File: config.mk
export PLATFORM = sky130hd
export DESIGN_NAME = uart_cmd_assembler
export DESIGN_NICKNAME = d
export VERILOG_FILES = /design/src/rtl/uart_cmd_assembler.sv
export SDC_FILE = /design/constraint.sdc
export NUM_CORES = 1
export LEC_CHECK = 0
export BUFFER_PORTS_ARGS = -buffer_cell sky130_fd_sc_hd__buf_2
export CAP_MARGIN = 10
export CORE_MARGIN = 2
export CORE_UTILIZATION = 40
export CTS_CLUSTER_DIAMETER = 200
export DETAILED_ROUTE_END_ITERATION = 6
export GPL_TIMING_DRIVEN = 0
export PLACE_DENSITY = 0.57
export SYNTH_ARGS = -nofsm -noshare
export SYNTH_HDL_FRONTEND = slang
export SYNTH_SLANG_ARGS = --single-unit
File: constraint.sdc
create_clock -name clk -period 5.5 [get_ports clk]
set_input_delay 0.55 -clock clk [delete_from_list [all_inputs] [get_ports clk]]
set_output_delay 0.55 -clock clk [all_outputs]
set_load 0.02 [all_outputs]
File: src/rtl/uart_cmd_assembler.sv
// -----------------------------------------------------------------------------
// uart_cmd_assembler
//
// Purpose:
//   Sits directly behind the UART receiver and turns its byte stream into
//   24-bit commands {opcode, data_hi, data_lo}. Every byte taken from the
//   receiver is acknowledged with a one-cycle clr_rx_rdy pulse. A finished
//   command is offered to the control logic through a level cmd_rdy that the
//   consumer drops with clr_cmd_rdy. If the gap between two bytes of one frame
//   grows too long, the partial frame is thrown away and frame_err is raised.
//
// Optional feature (macro CMD_CHKSUM_EN):
//   When defined, each frame carries a fourth checksum byte equal to
//   ~(byte0 + byte1 + byte2) (8-bit modulo sum). A bad checksum leaves cmd and
//   cmd_rdy alone and raises frame_err. When undefined, frames are three bytes
//   and frame_err is only raised by the inter-byte timeout.
//
// Parameters:
//   TIMEOUT_CYC  max clk cycles allowed between accepted bytes of one frame
//   TO_W         timeout counter width, 2**TO_W must exceed TIMEOUT_CYC
//
// Ports:
//   clk          in   system clock
//   rst_n        in   asynchronous active-low reset
//   rx_rdy       in   byte-valid level from the UART receiver
//   rx_data      in   received byte, valid while rx_rdy is high
//   clr_rx_rdy   out  one-cycle ack back to the receiver
//   cmd          out  assembled command, first byte in [23:16]
//   cmd_rdy      out  command-valid level
//   clr_cmd_rdy  in   consumer ack, clears cmd_rdy
//   frame_err    out  sticky flag, last frame was aborted
// -----------------------------------------------------------------------------
module uart_cmd_assembler #(
  parameter int TIMEOUT_CYC = 1_000_000,
  parameter int TO_W        = 20
) (
  input  logic        clk,
  input  logic        rst_n,
  input  logic        rx_rdy,
  input  logic [7:0]  rx_data,
  output logic        clr_rx_rdy,
  output logic [23:0] cmd,
  output logic        cmd_rdy,
  input  logic        clr_cmd_rdy,
  output logic        frame_err
);

`ifdef CMD_CHKSUM_EN
  typedef enum logic [1:0] {
    IDLE = 2'd0,
    GOT1 = 2'd1,
    GOT2 = 2'd2,
    GOT3 = 2'd3
  } state_t;
`else
  typedef enum logic [1:0] {
    IDLE = 2'd0,
    GOT1 = 2'd1,
    GOT2 = 2'd2
  } state_t;
`endif

  localparam logic [TO_W-1:0] TO_LAST = TO_W'(TIMEOUT_CYC - 1);

  state_t          state_q, state_d;
  logic [7:0]      byte0_q, byte0_d;
  logic [7:0]      byte1_q, byte1_d;
`ifdef CMD_CHKSUM_EN
  logic [7:0]      byte2_q, byte2_d;
  logic [7:0]      chk_exp;
`endif
  logic [TO_W-1:0] to_cnt_q, to_cnt_d;
  logic            clr_rx_rdy_q, clr_rx_rdy_d;
  logic [23:0]     cmd_q, cmd_d;
  logic            cmd_rdy_q, cmd_rdy_d;
  logic            frame_err_q, frame_err_d;

  logic            accept;
  logic            timeout_hit;

  // The receiver's rdy is still high during our ack cycle because it only
  // clears on the edge after seeing clr_rx_rdy; masking with the registered
  // ack keeps that stale level from being taken as a second byte.
  assign accept      = rx_rdy & ~clr_rx_rdy_q;
  assign timeout_hit = (state_q != IDLE) && (to_cnt_q == TO_LAST);

`ifdef CMD_CHKSUM_EN
  assign chk_exp = ~(byte0_q + byte1_q + byte2_q);
`endif

  // Next-state logic. An accept always takes priority over a timeout in the
  // same cycle, and a completion takes priority over clr_cmd_rdy because the
  // completion assignment comes after the clear.
  always_comb begin
    state_d      = state_q;
    byte0_d      = byte0_q;
    byte1_d      = byte1_q;
`ifdef CMD_CHKSUM_EN
    byte2_d      = byte2_q;
`endif
    cmd_d        = cmd_q;
    cmd_rdy_d    = cmd_rdy_q;
    frame_err_d  = frame_err_q;
    clr_rx_rdy_d = accept;

    // Counter sits at 0 in IDLE and restarts on every accepted byte.
    if (accept || (state_q == IDLE)) begin
      to_cnt_d = '0;
    end else begin
      to_cnt_d = to_cnt_q + TO_W'(1);
    end

    if (clr_cmd_rdy) begin
      cmd_rdy_d = 1'b0;
    end

    case (state_q)
      IDLE: begin
        if (accept) begin
          byte0_d   = rx_data;
          // A new frame invalidates the previous command.
          cmd_rdy_d = 1'b0;
          state_d   = GOT1;
        end
      end

      GOT1: begin
        if (accept) begin
          byte1_d = rx_data;
          state_d = GOT2;
        end
      end

      GOT2: begin
        if (accept) begin
`ifdef CMD_CHKSUM_EN
          byte2_d     = rx_data;
          state_d     = GOT3;
`else
          cmd_d       = {byte0_q, byte1_q, rx_data};
          cmd_rdy_d   = 1'b1;
          frame_err_d = 1'b0;
          state_d     = IDLE;
`endif
        end
      end

`ifdef CMD_CHKSUM_EN
      GOT3: begin
        if (accept) begin
          if (rx_data == chk_exp) begin
            cmd_d       = {byte0_q, byte1_q, byte2_q};
            cmd_rdy_d   = 1'b1;
            frame_err_d = 1'b0;
          end else begin
            frame_err_d = 1'b1;
          end
          state_d = IDLE;
        end
      end
`endif

      default: begin
        state_d = IDLE;
      end
    endcase

    // Abort a stalled partial frame; accept wins over an expiring counter.
    if (timeout_hit && !accept) begin
      byte0_d     = '0;
      byte1_d     = '0;
`ifdef CMD_CHKSUM_EN
      byte2_d     = '0;
`endif
      to_cnt_d    = '0;
      frame_err_d = 1'b1;
      state_d     = IDLE;
    end
  end

  // State, byte registers and all outputs are registered here.
  always_ff @(posedge clk or negedge rst_n) begin
    if (!rst_n) begin
      state_q      <= IDLE;
      byte0_q      <= '0;
      byte1_q      <= '0;
`ifdef CMD_CHKSUM_EN
      byte2_q      <= '0;
`endif
      to_cnt_q     <= '0;
      clr_rx_rdy_q <= 1'b0;
      cmd_q        <= '0;
      cmd_rdy_q    <= 1'b0;
      frame_err_q  <= 1'b0;
    end else begin
      state_q      <= state_d;
      byte0_q      <= byte0_d;
      byte1_q      <= byte1_d;
`ifdef CMD_CHKSUM_EN
      byte2_q      <= byte2_d;
`endif
      to_cnt_q     <= to_cnt_d;
      clr_rx_rdy_q <= clr_rx_rdy_d;
      cmd_q        <= cmd_d;
      cmd_rdy_q    <= cmd_rdy_d;
      frame_err_q  <= frame_err_d;
    end
  end

  assign clr_rx_rdy = clr_rx_rdy_q;
  assign cmd        = cmd_q;
  assign cmd_rdy    = cmd_rdy_q;
  assign frame_err  = frame_err_q;

endmodule

==> out/qor.csv <==
metric,value,unit
numCtsBuffers,9,
first_global_vias,1833,
slew_headroom,0.3881,
yosys_warnings,0,
avgSynthCellArea,12.14,µm²
worst_hold_path_type,input port to async pin,
synth-simple-area-share,0.1521,
root_buffer,clkbuf_8,
synth_top_family_by_area,multiplexers,
synthXorXnorAreaFrac,0.04768,
syn_area,2755,µm²
fin_skew,0.006436,ns
slowest_stage,or4_1,
synth_area_leaders,"dfrtp_1 (59%), mux2_2 (9.8%), mux2i_1 (6.5%)",
fillers,617,
fin_crit,2.340,ns
cts.clk_slew.worst_paths,0.07,ns
grt.total_usage,0.1634,
path_cells,ha_1 -> nand3_2 -> or4_1 -> buf_2 -> nor4_4 -> buf_6 -> nor2_1,
synth_area_leader_cell,dfrtp_1,
clock_sinks,65,
num_rows,30,
antenna_found_initial,0,
dr_total_vias,1789,
switchingPower,0.5506,mW
cts_tree,yes,
setup_violations,0,
ys_ff_latch,65,
diodes,0,
hold_viol,0,
pin_count,39,
grt_max_degree,66,
postRouteAntennaNets,0,
p_int,1.078,mW
slowest_delay,0.53,ns
htree_levels,3,
finalNonFillerCells,361,
dp_cells,345,
synth_fp_nets,240,
synth_top_area_frac,0.5904,
slew_viol_final,0,
worstSetupStartpointType,flip-flop,
ys_seq_area_frac,0.5904,
drt_iter0_drc,57,
final_common_cell,dfrtp_1,
fp.dieH,87.00,µm
grt_overflow,0,
dieArea,7568,µm²
p_leak,1.436,nW
peakVddDrop,0.2616,mV
crit_fanout,10,
max_slew.worst_pin.slew,0.9145,ns
drv_cap,0,
synthCells,227,
fmax,427.3,MHz
portBuffers,38,
core,6719,µm²
cp.required,5.73,ns
status,"finished, final reports clean",
seq_power_share,0.448,
place.gp.congestion,0.7573,
postCtsSetupBuffers,0,
ctsResizeCount,0,
ys_types,33,
initial_core_util,0.4101,
wire_per_inst,15.01,µm
fin_crit_sh,0.4255,
dp_hpwl,3673,µm
viasPerCell,4.956,
final_layout_size_suffix_gt1_frac,0.3025,
final_cell_mix,"dfrtp_1 (65), nor2_1 (45), buf_2 (38)",
cp.arrival,2.57,ns
fin_nets,289,
grt_pass1_wl,9356,µm
tns,0,ns
path_class,flip-flop to flip-flop,
p_clk_frac,0.254,
drtPass1Iterations,5,
cp-end-kind,flip-flop,
drt-total-wl,5418,µm
drc,0,
max-clock-path-buffers,2,
powerDensity,500.7,nW/µm²
yosys-mux-area-fraction,0.1635,
clk_latency,0.34,ns
combPwrFrac,0.297,
postCtsHoldBufs,0,
synth_compound_area_frac,0.02089,
swShare,0.3380,
die-width,87.00,µm
rsz0062_at_grt,false,
yosys.area_share.adder,0.004541,
synthToLayoutAreaGrowth,18.07,%
-- worst paths after layout --
kind	start	to	slack, ns	depth (start not counted)
setup / recovery	to_cnt_q[0]	byte1_q[7]	3.16	7
hold / removal	rst_n	to_cnt_q[2]	0.31	1
setup reg to reg	to_cnt_q[0]	byte1_q[7]	3.16	7
hold reg to reg	frame_err	frame_err	0.48	1
max in group asynchronous	rst_n	frame_err	4.68	1
min in group clk	frame_err	frame_err	0.48	1
-- routing by layer --
metal / global-route usage / wire [µm]
met5: 0 / 0
met3: 0.03886 / 202
met4: 0.07670 / 66
met1: 0.2213 / 2551
met2: 0.2477 / 2596
-- flip-flops by register name, summed over array words and instances, names as in the netlist --
signal      flops
cmd_rdy         1
state_q         2
frame_err       1
clr_rx_rdy      1
byte1_q         8
byte0_q         8
cmd            24
to_cnt_q       20
-- final cells by class --
type / instances / area, µm² / area share
Buffer: 6 / 35.03 / 0.01077
Clock buffer: 11 / 151.4 / 0.04654
Clock inverter: 5 / 53.80 / 0.01654
Inverter: 6 / 22.52 / 0.006923
Multi-Input combinational cell: 150 / 1071 / 0.3292
Sequential cell: 65 / 1627 / 0.5000
Tap cell: 80 / 100.1 / 0.03077
Timing Repair Buffer: 38 / 192.7 / 0.05923
-- power groups by stage --
| stage | clock [mW] | combinational, mW | sequential, mW |
|---|---|---|---|
| floorplan | 0 | 0.226 | 0.834 |
| global placement | 0 | 0.482 | 0.734 |
| detailed placement | 0 | 0.493 | 0.739 |
| CTS | 0.430 | 0.493 | 0.732 |
| global route | 0.448 | 0.535 | 0.754 |
| finish | 0.414 | 0.484 | 0.730 |
-- through the flow --
stage	cell area (µm²)	hold WS, ns	util	setup slack, ns	power (mW)
after detailed placement	3048	0.4641	0.4536	3.151	1.232
after global placement	3045	0.4582	0.4533	3.166	1.216
after CTS	3253	0.3246	0.4842	3.140	1.655
final	3253	0.3074	0.4842	3.160	1.629
after global routing	3253	0.3729	0.4842	2.974	1.737
after floorplan	2755	0.2544	-	3.491	1.060
-- kinds of logic after synthesis --
group,Yosys count
adders and majority gates,1
DFF,65
buffers and inverters,12
AOI/OAI and AO/OA,8
xor gates and xnor gates,15
muxes,42
and+or+nand+nor,84
-- critical path: cells and delay by family (launching register included) --
| kind | cells | cell delay, ns |
|---|---|---|
| buf+inv | 2 | 0.40 |
| flops | 1 | 0.40 |
| simple gates | 4 | 1.21 |
| fa+ha+maj | 1 | 0.22 |
-- Yosys cell counts --
master     n
a21o_1     1
a21oi_1    1
and2_1     3
buf_1      1
buf_2      1
buf_4      1
buf_6      1
clkbuf_1   2
dfrtp_1   65
ha_1       1
inv_1      6
mux2_2    24
mux2i_1   18
nand2_1    4
nand2b_1   3
nand3_1    6
nand3_2    1
nand3b_1   2
nand4_1    4
nand4_2    1
nor2_1    45
nor3_1     6
nor4_1     6
nor4_4     1
nor4b_1    1
o21ai_0    1
o21ai_2    1
o221ai_1   2
o22ai_1    1
o31ai_1    1
or4_1      1
xnor2_1   14
xor2_1     1
Power figures use the tool's default switching activity.
